### config.mk
export PLATFORM = sky130hd
export DESIGN_NAME = rc4_sram_sequencer
export DESIGN_NICKNAME = d
export VERILOG_FILES = /design/src/rtl/rc4_sram_sequencer.sv
export SDC_FILE = /design/constraint.sdc
export NUM_CORES = 1
export LEC_CHECK = 0
export ABC_CLOCK_PERIOD_IN_PS = 2100
export BUFFER_PORTS_ARGS = -buffer_cell sky130_fd_sc_hd__buf_4
export CORE_ASPECT_RATIO = 0.7
export CORE_MARGIN = 4
export CORE_UTILIZATION = 43
export CTS_CLUSTER_SIZE = 14
export DETAILED_ROUTE_END_ITERATION = 8
export HOLD_SLACK_MARGIN = 0.06
export PLACE_DENSITY = 0.84
export SETUP_SLACK_MARGIN = 0.5
export SYNTH_ARGS = -nofsm -noshare
export SYNTH_HDL_FRONTEND = slang
export SYNTH_SLANG_ARGS = --single-unit
### constraint.sdc
create_clock -name clock -period 2.1 [get_ports clock]
set_clock_uncertainty 0.2 [all_clocks]
set_input_delay 0.42 -clock clock [delete_from_list [all_inputs] [get_ports clock]]
set_output_delay 0.42 -clock clock [all_outputs]
set_load 0.005 [all_outputs]
### src/rtl/rc4_sram_sequencer.sv
// Top-level scheduler for one RC4 pass: init -> KSA -> PRGA, owning the shared s_RAM write port.
// Optional per-phase watchdog enabled by defining RC4_SEQ_WATCHDOG_EN.
module rc4_sram_sequencer #(
    parameter int ADDR_W         = 8,
    parameter int DATA_W         = 8,
    parameter int TIMEOUT_CYCLES = 4096
) (
    input  logic              clock,
    input  logic              reset,
    input  logic              start,
    input  logic [23:0]       key_in,
    output logic              busy,
    output logic              done,
    output logic [1:0]        phase,
    output logic [23:0]       secret_key,
    output logic              init_start,
    output logic              ksa_start,
    output logic              prga_start,
    input  logic              init_finish,
    input  logic              ksa_finish,
    input  logic              prga_finish,
    input  logic              init_wren,
    input  logic              ksa_wren,
    input  logic              prga_wren,
    input  logic [ADDR_W-1:0] init_address,
    input  logic [ADDR_W-1:0] ksa_address,
    input  logic [ADDR_W-1:0] prga_address,
    input  logic [DATA_W-1:0] init_data,
    input  logic [DATA_W-1:0] ksa_data,
    input  logic [DATA_W-1:0] prga_data,
    output logic              sram_wren,
    output logic [ADDR_W-1:0] sram_address,
    output logic [DATA_W-1:0] sram_data,
    output logic              error
);

    localparam logic [2:0] IDLE   = 3'd0;
    localparam logic [2:0] S_INIT = 3'd1;
    localparam logic [2:0] W_INIT = 3'd2;
    localparam logic [2:0] S_KSA  = 3'd3;
    localparam logic [2:0] W_KSA  = 3'd4;
    localparam logic [2:0] S_PRGA = 3'd5;
    localparam logic [2:0] W_PRGA = 3'd6;
    localparam logic [2:0] DONE   = 3'd7;

    logic [2:0]  state_q, state_d;
    logic [23:0] key_q, key_d;

`ifdef RC4_SEQ_WATCHDOG_EN
    localparam int CNT_W = $clog2(TIMEOUT_CYCLES + 1);
    logic [CNT_W-1:0] cnt_q, cnt_d;
    logic             error_q, error_d;
    logic             waiting;
    logic             finish_sel;
    logic             timeout;

    always_comb begin
        waiting    = 1'b0;
        finish_sel = 1'b0;
        case (state_q)
            W_INIT:  begin waiting = 1'b1; finish_sel = init_finish; end
            W_KSA:   begin waiting = 1'b1; finish_sel = ksa_finish;  end
            W_PRGA:  begin waiting = 1'b1; finish_sel = prga_finish; end
            default: ;
        endcase
        // A finish on the limit cycle beats the timeout.
        timeout = waiting && !finish_sel && (cnt_q == CNT_W'(TIMEOUT_CYCLES - 1));
        cnt_d   = waiting ? cnt_q + CNT_W'(1) : '0;
        error_d = error_q;
        if (state_q == IDLE && start) error_d = 1'b0;
        if (timeout)                  error_d = 1'b1;
    end

    always_ff @(posedge clock) begin
        if (reset) begin
            cnt_q   <= '0;
            error_q <= 1'b0;
        end else begin
            cnt_q   <= cnt_d;
            error_q <= error_d;
        end
    end

    assign error = error_q;
`else
    assign error = 1'b0;
`endif

    always_comb begin
        state_d = state_q;
        key_d   = key_q;
        case (state_q)
            IDLE:    if (start) begin
                         state_d = S_INIT;
                         key_d   = key_in;
                     end
            S_INIT:  state_d = W_INIT;
            W_INIT:  if (init_finish) state_d = S_KSA;
            S_KSA:   state_d = W_KSA;
            W_KSA:   if (ksa_finish) state_d = S_PRGA;
            S_PRGA:  state_d = W_PRGA;
            W_PRGA:  if (prga_finish) state_d = DONE;
            DONE:    state_d = IDLE;
            default: state_d = IDLE;
        endcase
`ifdef RC4_SEQ_WATCHDOG_EN
        if (timeout) state_d = IDLE;
`endif
    end

    always_ff @(posedge clock) begin
        if (reset) begin
            state_q <= IDLE;
            key_q   <= '0;
        end else begin
            state_q <= state_d;
            key_q   <= key_d;
        end
    end

    // All control outputs decode registered state only, so they are glitch-free.
    always_comb begin
        case (state_q)
            S_INIT, W_INIT: phase = 2'd1;
            S_KSA,  W_KSA:  phase = 2'd2;
            S_PRGA, W_PRGA: phase = 2'd3;
            default:        phase = 2'd0;
        endcase
    end

    assign busy       = (state_q != IDLE);
    assign done       = (state_q == DONE);
    assign init_start = (state_q == S_INIT);
    assign ksa_start  = (state_q == S_KSA);
    assign prga_start = (state_q == S_PRGA);
    assign secret_key = key_q;

    always_comb begin
        sram_wren    = 1'b0;
        sram_address = '0;
        sram_data    = '0;
        case (phase)
            2'd1: begin sram_wren = init_wren; sram_address = init_address; sram_data = init_data; end
            2'd2: begin sram_wren = ksa_wren;  sram_address = ksa_address;  sram_data = ksa_data;  end
            2'd3: begin sram_wren = prga_wren; sram_address = prga_address; sram_data = prga_data; end
            default: ;
        endcase
    end

endmodule
==> results of run 1 <==
-- area by class of cell --
cell class	instances	area, um^2
fillers	254	890
clock inverters	1	5.00
well taps	55	68.8
repair buffers	160	1450
multi-input cells	156	1410
clock buffers	3	41.3
inverters	3	11.3
flip-flops and latches	27	552
-- cells by family after synthesis --
kind of cell / Yosys count / synth area share (%)
other: 1 / 0.187
flip-flops: 27 / 26.9
multiplexers: 42 / 21.5
AO/OA/AOI/OAI: 19 / 10.6
XOR/XNOR: 1 / 0.809
AND/OR/NAND/NOR: 92 / 31.3
buffers and inverters: 27 / 8.65
-- placed cells by master, fill, tap and decap left out, drive strengths merged, types with 2 or more instances in the layout --
cell	synthesis	routed
nand4b	17	17
o221ai	17	17
nor2	2	2
mux2i	41	41
clkbuf	10	7
dfxtp	27	27
buf	14	155
nand2b	66	67
inv	3	3
-- state kept, by name (all words and copies together) (netlist names) --
signal and count:
state_q 3, secret_key 24
-- metal layers --
layer / share of wire (%) / up-vias
met5: 0 / -
met4: 2.4 / 0
met2: 51 / 96
met3: 6.5 / 16
li1: - / 1029
met1: 40 / 1026
-- critical path, stage by stage (launching register included) --
cell,delay [ns]
dfxtp_4,0.46
clkbuf_16,0.19
nand2b_4,0.13
o221ai_2,0.22
buf_4,0.16
-- path summary, 6_finish.rpt --
| path | slack [ns] | depth (start not counted) | end |
|---|---|---|---|
| setup / recovery | 0.05 | 4 | sram_data[5] |
| hold / removal | 0.20 | 3 | secret_key[17] |
| setup reg to reg | 0.20 | 7 | secret_key[20] |
| hold reg to reg | 0.28 | 2 | secret_key[13] |
-- power groups by stage --
stage / logic (mW) / clock network (mW) / registers (mW)
2_1_floorplan: 0.375 / 0 / 0.603
3_3_place_gp: 0.660 / 0 / 0.602
3_5_place_dp: 0.676 / 0 / 0.604
4_1_cts: 0.840 / 0.298 / 0.600
5_1_grt: 0.974 / 0.317 / 0.610
6_report: 0.916 / 0.298 / 0.603
-- stage by stage --
step	hold slack [ns]	setup WS, ns	utilization [%]	cells	power (mW)
global route	0.216	0.0157	79.9	405	1.90
finish	0.204	0.0509	79.9	405	1.82
CTS	0.208	0.0680	76.4	399	1.74
global placement	0.258	0.184	67.1	374	1.26
floorplan	0.265	0.504	-	209	0.978
detailed placement	0.263	0.129	67.1	374	1.28
-- what timing repair did --
| action | 4_1_cts | 5_1_grt |
|---|---|---|
| cloned | 7 | 3 |
| buffers inserted | 14 | 3 |
| hold endpoints to repair | 0 | 0 |
| pin swaps | 2 | 9 |
| endpoints found under the setup margin | 49 | 49 |
| gates resized for setup | 28 | 16 |
==> flow_summary.yaml, run 1 <==
floorplanning:
  dieHeight_um: 65.2
  core_um2: 4430
  pin_count: 130
  die_x_um: 89.7
  row_count: 20
  dieArea_um2: 5850
  initial_core_util_pct: 45.4
cts:
  clock_latency_ns: 0.27
  cts_buffer_depth: 2
  holdBufCountCts: 0
  cts-htree-levels: 1
  numCtsBuffers: 3
  cts_tree: "done"
  cts_root_buf: "clkbuf_8"
  clk_pin_slew_ns: 0.10
  clkSinkCount: 27
grt:
  grt_antenna_before_repair: 0
  grt_start_max_net_pins: 52
  grt_overflow: 0
  use_met1_pct: 27.9
  grt_pass1_wl_um: 10900
  first_global_vias: 2067
  grt_use_met3_pct: 5.49
  grt.total_usage_pct: 22.8
  use_met2_pct: 40.8
  busiest_layer: "met2"
power:
  intPower_mw: 1.26
  p_sw_mw: 0.557
  p_seq_share_pct: 33.2
  vdd_ir_drop_max_mv: 0.467
  sw_frac_of_total_pct: 30.7
  comb_power_share_pct: 50.4
  power_frac_clock_pct: 16.4
  powerDensity_nw_per_um2: 513
  p_leak_nw: 1.57
final_layout:
  finalNetCount: 432
  syn2layout_area_growth_pct: 76.0
  antenna_cells: 0
  final_layout_size_suffix_gt1_share_pct: 56.0
  final_area_um2: 3540
synth:
  ys_top_cells_by_area: "dfxtp_1 (27%), nand2b_1 (21%), mux2i_1 (20%)"
  synth.avg_cell_area_um2: 9.62
  synthCells: 209
  ys_warn_count: 0
  seq_area_frac_synth_pct: 26.9
  ys_ff_latch: 27
  synth_top_area_cell: "dfxtp_1"
  yosysUniqueCellTypes: 26
  yosysMostFrequentCell: "nand2b_1"
  synth_nets: 290
  ys.flop_type: "dfxtp_1"
  synth_area_um2: 2010
  synth_common_cells: "nand2b_1 (66), mux2i_1 (41), dfxtp_1 (27)"
  synth_edf_count: 0
  netlist.area_leader.share_pct: 26.9
  async_flop_share_pct: 0
timing:
  setup-tns-final_ns: 0
  drv_slew: 0
  rsz0062_at_grt: "yes"
  fin_crit_ns: 2.05
  period_share_pct: 97.6
  setup_viol: 0
  fmax_mhz: 488
  finalHoldViolCount: 0
detailed_routing:
  route.detailed.drc: 0
  wirelength_um: 7520
  via_count: 2167
  viasPerCell: 5.35
  drt_iter0_drc: 146
  ant_nets: 0
  wire_per_inst_um: 18.6
  drtPass1Iterations: 4
worst_setup_path:
  worst-setup-path-type: "reg2out"
  r2r_start: "state_q[0]"
  timing.critical_path.from: "state_q[2]"
  crit_arrival_ns: 1.43
  start_kind: "flop"
  cp_max_fo: 9
  cp.required_ns: 1.48
  endpoint_kind: "primary output"
placement:
  post-dp-hpwl_um: 4450
  placed_area_um2: 2970
  io_buffers: 128
  gp_congestion: 0.767
run:
  maxCapViolations: 0
min_path:
  min_path_type: "in2reg"
  min-delay-start: "key_in[17]"
outcome:
  status: "finished clean"
(Power assumes the default switching activity.)
==> run 2, diff against run 1 <==
--- a/config.mk
+++ b/config.mk
@@ -14,6 +14,7 @@
 export DETAILED_ROUTE_END_ITERATION = 8
 export HOLD_SLACK_MARGIN = 0.06
 export PLACE_DENSITY = 0.84
+export RECOVER_POWER = 25
 export SETUP_SLACK_MARGIN = 0.5
 export SYNTH_ARGS = -nofsm -noshare
 export SYNTH_HDL_FRONTEND = slang
==> run 2 against run 1 <==
  * Cell area decreased by 0.42%
  * Clock-buffer cell count unchanged
  * First-iteration DRC count decreased by 2.7%
  * Clock power about the same
  * Final cell count unchanged
  * Worst setup slack got worse by 0.0027 ns
  * Sequential share of layout area increased by 0.066 points
  * Via count decreased by 0.55%
  * Utilization decreased by 0.34 points
  * Global-route usage unchanged
  * Largest cell class unchanged
==> flow_summary.yaml, run 2 (synthesized netlist as in run 1, its figures left out) <==
power:
  vdd_ir_drop_max_mv: 0.462
  powerDensity_nw_per_um2: 512
  power_mw: 1.81
  p_leak_nw: 1.55
detailed_routing:
  ant_nets: 0
  via_count: 2155
  route.detailed.drc: 0
  drtPass1Iterations: 4
  wirelength_um: 7500
  wire_per_inst_um: 18.5
  viasPerCell: 5.32
  drt_iter0_drc: 142
timing:
  rsz0062_at_grt: "yes"
  fin_crit_ns: 2.05
  fmax_mhz: 487
  setup_viol: 0
  setup-tns-final_ns: 0
  period_share_pct: 97.7
  drv_slew: 0
  worst_slack_ns: 0.0482
  finalHoldViolCount: 0
cts:
  cts_root_buf: "clkbuf_8"
  clk_pin_slew_ns: 0.10
  cts-htree-levels: 1
  cts_buffer_depth: 2
  clock_latency_ns: 0.27
  cts_tree: "done"
  numCtsBuffers: 3
  clkSinkCount: 27
grt:
  grt_pass1_wl_um: 10900
  grt_antenna_before_repair: 0
  grt.total_usage_pct: 22.8
  first_global_vias: 2067
  grt_start_max_net_pins: 52
  grt_overflow: 0
final_layout:
  final_area_um2: 3520
  syn2layout_area_growth_pct: 75.3
  antenna_cells: 0
  final_layout_size_suffix_gt1_share_pct: 54.9
  fin_util_pct: 79.6
  finalNetCount: 432
  final_common_cell: "buf_4"
  layout_common_cells: "buf_4 (118), nand2b_1 (65), mux2i_1 (33), dfxtp_1 (24), nand4b_1 (17)"
  largest_reg_flops: 24
  fillerInstances: 258
worst_setup_path:
  path_cells: "clkbuf_16 -> mux2i_1 -> o221ai_2 -> buf_4"
  worst-setup-path-type: "reg2out"
  cp.required_ns: 1.48
  start_kind: "flop"
  crit_family: "flip-flops"
  cp_max_fo: 5
  path_buf_inv: 2
  slowest_stage: "dfxtp_4"
  slowest_delay_ns: 0.46
  crit_arrival_ns: 1.43
  endpoint_kind: "primary output"
run:
  maxCapViolations: 0
placement:
  post-dp-hpwl_um: 4450
  placed_area_um2: 2970
  dp_worst_setup_slack_ns: 0.129
  gp_congestion: 0.767
  io_buffers: 128
floorplanning:
  initial_core_util_pct: 45.4
  dieArea_um2: 5850
  pin_count: 130
  row_count: 20
  core_um2: 4430
  die_x_um: 89.7
  dieHeight_um: 65.2
min_path:
  min_path_type: "in2reg"
outcome:
  status: "finished clean"
[run 2: metal layers]
layer | vias up | routed length [um] | track usage, %
li1 | 1033 | - | -
met1 | 1019 | 2980 | 27.9
met2 | 89 | 3860 | 40.8
met3 | 14 | 489 | 5.49
met4 | 0 | 171 | 5.54
met5 | - | 0 | 0
[run 2: cell type report]
type	count	area (um^2)	area share, %
Inverter	3	11.3	0.319
Timing Repair Buffer	160	1430	40.7
Multi-Input combinational cell	156	1410	40.1
Sequential cell	27	552	15.7
Clock buffer	3	41.3	1.17
Tap cell	55	68.8	1.95
Clock inverter	1	5.00	0.142
[run 2: final timing paths]
check	start	endpoint	slack (ns)	depth (start not counted)
max	state_q[2]	sram_address[5]	0.05	4
min reg2reg	secret_key[16]	secret_key[16]	0.28	2
min	key_in[17]	secret_key[17]	0.20	3
max reg2reg	state_q[0]	secret_key[2]	0.20	7
[run 2: stage by stage]
| step | std cells | hold slack, ns |
|---|---|---|
| after detailed placement | 374 | 0.263 |
| after global routing | 405 | 0.216 |
| after global placement | 374 | 0.258 |
| after floorplan | 209 | 0.265 |
| final | 405 | 0.203 |
| after CTS | 399 | 0.208 |
[run 2: power breakdown]
group	total, mW	internal [mW]	switching [mW]	leakage [nW]
logic	0.907	0.559	0.348	1.30
registers	0.603	0.561	0.0421	0.224
clock network	0.297	0.133	0.164	0.0255
total	1.81	1.25	0.554	1.55
[run 2: worst register-to-register path, stage by stage, from the launching register on]
cell and delay [ns]:
dfxtp_4 0.40, buf_12 0.14, buf_6 0.11, buf_6 0.11, nor4b_4 0.33, buf_4 0.20
clkbuf_16 0.16, mux2i_1 0.18
[run 2: repair_timing]
action / in CTS / in global routing
hold buffers: 0 / 0
buffers inserted: 14 / 3
endpoints found under the hold margin: 0 / 0
gates resized for setup: 28 / 16
endpoints found under the setup margin: 49 / 49
gates cloned: 7 / 3
pin swaps: 2 / 9
==> run 3, diff against run 2 <==
--- a/config.mk
+++ b/config.mk
@@ -7,11 +7,14 @@
 export LEC_CHECK = 0
 export ABC_CLOCK_PERIOD_IN_PS = 2100
 export BUFFER_PORTS_ARGS = -buffer_cell sky130_fd_sc_hd__buf_4
-export CORE_ASPECT_RATIO = 0.7
+export CELL_PAD_IN_SITES_DETAIL_PLACEMENT = 0
+export CELL_PAD_IN_SITES_GLOBAL_PLACEMENT = 1
+export CORE_ASPECT_RATIO = 1.2
 export CORE_MARGIN = 4
-export CORE_UTILIZATION = 43
+export CORE_UTILIZATION = 30
 export CTS_CLUSTER_SIZE = 14
 export DETAILED_ROUTE_END_ITERATION = 8
+export GPL_TIMING_DRIVEN = 0
 export HOLD_SLACK_MARGIN = 0.06
 export PLACE_DENSITY = 0.84
 export RECOVER_POWER = 25
==> run 3 against run 2 <==
  * Register-to-register slack better by 0.15 ns
  * Clock power about the same
  * First-iteration DRC count fell by 56%
  * Cell area up 4.2%
  * Critical path type unchanged
  * Critical endpoint is now sram_data[3]
==> flow_summary.yaml, run 3 (synthesized netlist as in run 1, its figures left out) <==
worst_setup_path:
  start_kind: "flop"
  path_cells: "buf_6 -> nand2b_4 -> buf_6 -> buf_12 -> o221ai_2 -> buf_4"
  r2r_start: "state_q[2]"
  slowest_stage: "dfxtp_2"
  cp_max_fo: 10
  path_depth: 6
  path_buf_inv: 4
  cpMostUsedCell: "buf_6"
  cp.required_ns: 1.48
  worst-setup-path-type: "reg2out"
  endpoint_kind: "primary output"
  slowest_delay_ns: 0.33
  crit_arrival_ns: 1.45
  crit_family: "buffers and inverters"
  reg2reg_depth: 7
  reg2reg_to: "secret_key[17]"
  r2r_slack_ns: 0.35
final_layout:
  final_common_cell: "buf_4"
  fillerInstances: 601
  finalNetCount: 443
  layout.area.seq_um2: 547
  multi_input_area_um2: 1400
  antenna_cells: 0
  largest_reg_flops: 24
  syn2layout_area_growth_pct: 82.6
  layout_common_cells: "buf_4 (128), nand2b_1 (65), mux2i_1 (36), dfxtp_1 (24), buf_6 (18)"
  final_area_um2: 3670
  final_layout_size_suffix_gt1_share_pct: 54.6
detailed_routing:
  route.detailed.drc: 0
  viasPerCell: 4.80
  ant_nets: 0
  wirelength_um: 6470
  drt_iter0_drc: 62
  drtPass1Iterations: 4
  via_count: 2143
  wire_per_inst_um: 14.5
power:
  sw_frac_of_total_pct: 29.6
  power_frac_clock_pct: 16.4
  p_sw_mw: 0.538
  p_leak_nw: 1.62
  intPower_mw: 1.28
  comb_power_share_pct: 51.0
  vdd_ir_drop_max_mv: 0.412
  powerDensity_nw_per_um2: 495
  p_seq_share_pct: 32.6
floorplanning:
  core_um2: 6490
  initial_core_util_pct: 31.0
  pin_count: 130
  die_x_um: 82.7
  dieArea_um2: 8080
  dieHeight_um: 97.7
  row_count: 32
cts:
  clock_latency_ns: 0.27
  clkSinkCount: 27
  clk_pin_slew_ns: 0.09
  cts-htree-levels: 1
  numCtsBuffers: 3
  cts_root_buf: "clkbuf_8"
  cts_tree: "done"
  cts_buffer_depth: 2
placement:
  post-dp-hpwl_um: 4810
  placed_area_um2: 3140
  gp_congestion: 0.691
  dp_worst_setup_slack_ns: 0.207
  io_buffers: 128
min_path:
  min-delay-start: "key_in[11]"
  hold-path-endpoint: "secret_key[11]"
  min_path_type: "in2reg"
  hold_depth: 3
timing:
  period_share_pct: 98.6
  setup-tns-final_ns: 0
  fin_crit_ns: 2.07
  worst_slack_ns: 0.0304
  drv_slew: 0
  finalHoldViolCount: 0
  fmax_mhz: 483
  rsz0062_at_grt: "yes"
  setup_viol: 0
grt:
  grt_pass1_wl_um: 9980
  grt_overflow: 0
  grt_start_max_net_pins: 16
  first_global_vias: 2135
  grt_antenna_before_repair: 0
  grt.total_usage_pct: 15.2
outcome:
  status: "finished clean"
run:
  maxCapViolations: 0
[run 3: worst max-delay path by stage]
stage,from,end
global placement,state_q[0],sram_data[6]
global route,state_q[1],sram_data[5]
detailed placement,state_q[0],sram_data[6]
CTS,state_q[1],sram_data[4]
finish,state_q[1],sram_data[3]
floorplan,state_q[1],sram_address[5]
[run 3: worst min-delay path: stages]
cell      delay (ns)
buf_4           0.11
nand2b_1        0.05
mux2i_1         0.06
[run 3: layout make-up]
cell class | instances | share of cell area, %
Buffer | 24 | 7.73
Clock buffer | 3 | 1.12
Clock inverter | 1 | 0.136
Inverter | 3 | 0.443
Multi-Input combinational cell | 155 | 38.0
Sequential cell | 27 | 14.9
Tap cell | 85 | 2.90
Timing Repair Buffer | 148 | 34.8
[run 3: power by group through the flow]
stage,combinational [mW],sequential [mW],clock (mW)
floorplan,0.375,0.603,0
global placement,0.725,0.601,0
detailed placement,0.733,0.601,0
CTS,0.842,0.592,0.312
global route,1.00,0.599,0.326
finish,0.927,0.592,0.299
[run 3: layer usage]
metal  up-vias  global-route usage [%]  share of wire, %
met1       993                    18.1                37
met3         7                    4.45                12
li1       1048                       -                 -
met4         0                    2.64               1.0
met2        95                    26.8                50
met5         -                       0                 0
[run 3: what timing repair did]
action | 4_1_cts | 5_1_grt
endpoints found under the hold margin | 0 | 0
endpoints found under the setup margin | 24 | 46
pin swaps | 6 | 4
resized for setup | 34 | 29
setup buffers | 9 | 4
gates cloned | 5 | 2
hold buffers | 0 | 0
[run 3: metrics by stage]
stage / hold slack [ns] / utilization [%] / cells / power [mW]
floorplan: 0.265 / - / 209 / 0.978
global placement: 0.259 / 48.3 / 422 / 1.33
detailed placement: 0.266 / 48.3 / 422 / 1.33
CTS: 0.199 / 53.6 / 440 / 1.75
global route: 0.201 / 56.6 / 446 / 1.93
finish: 0.203 / 56.6 / 446 / 1.82
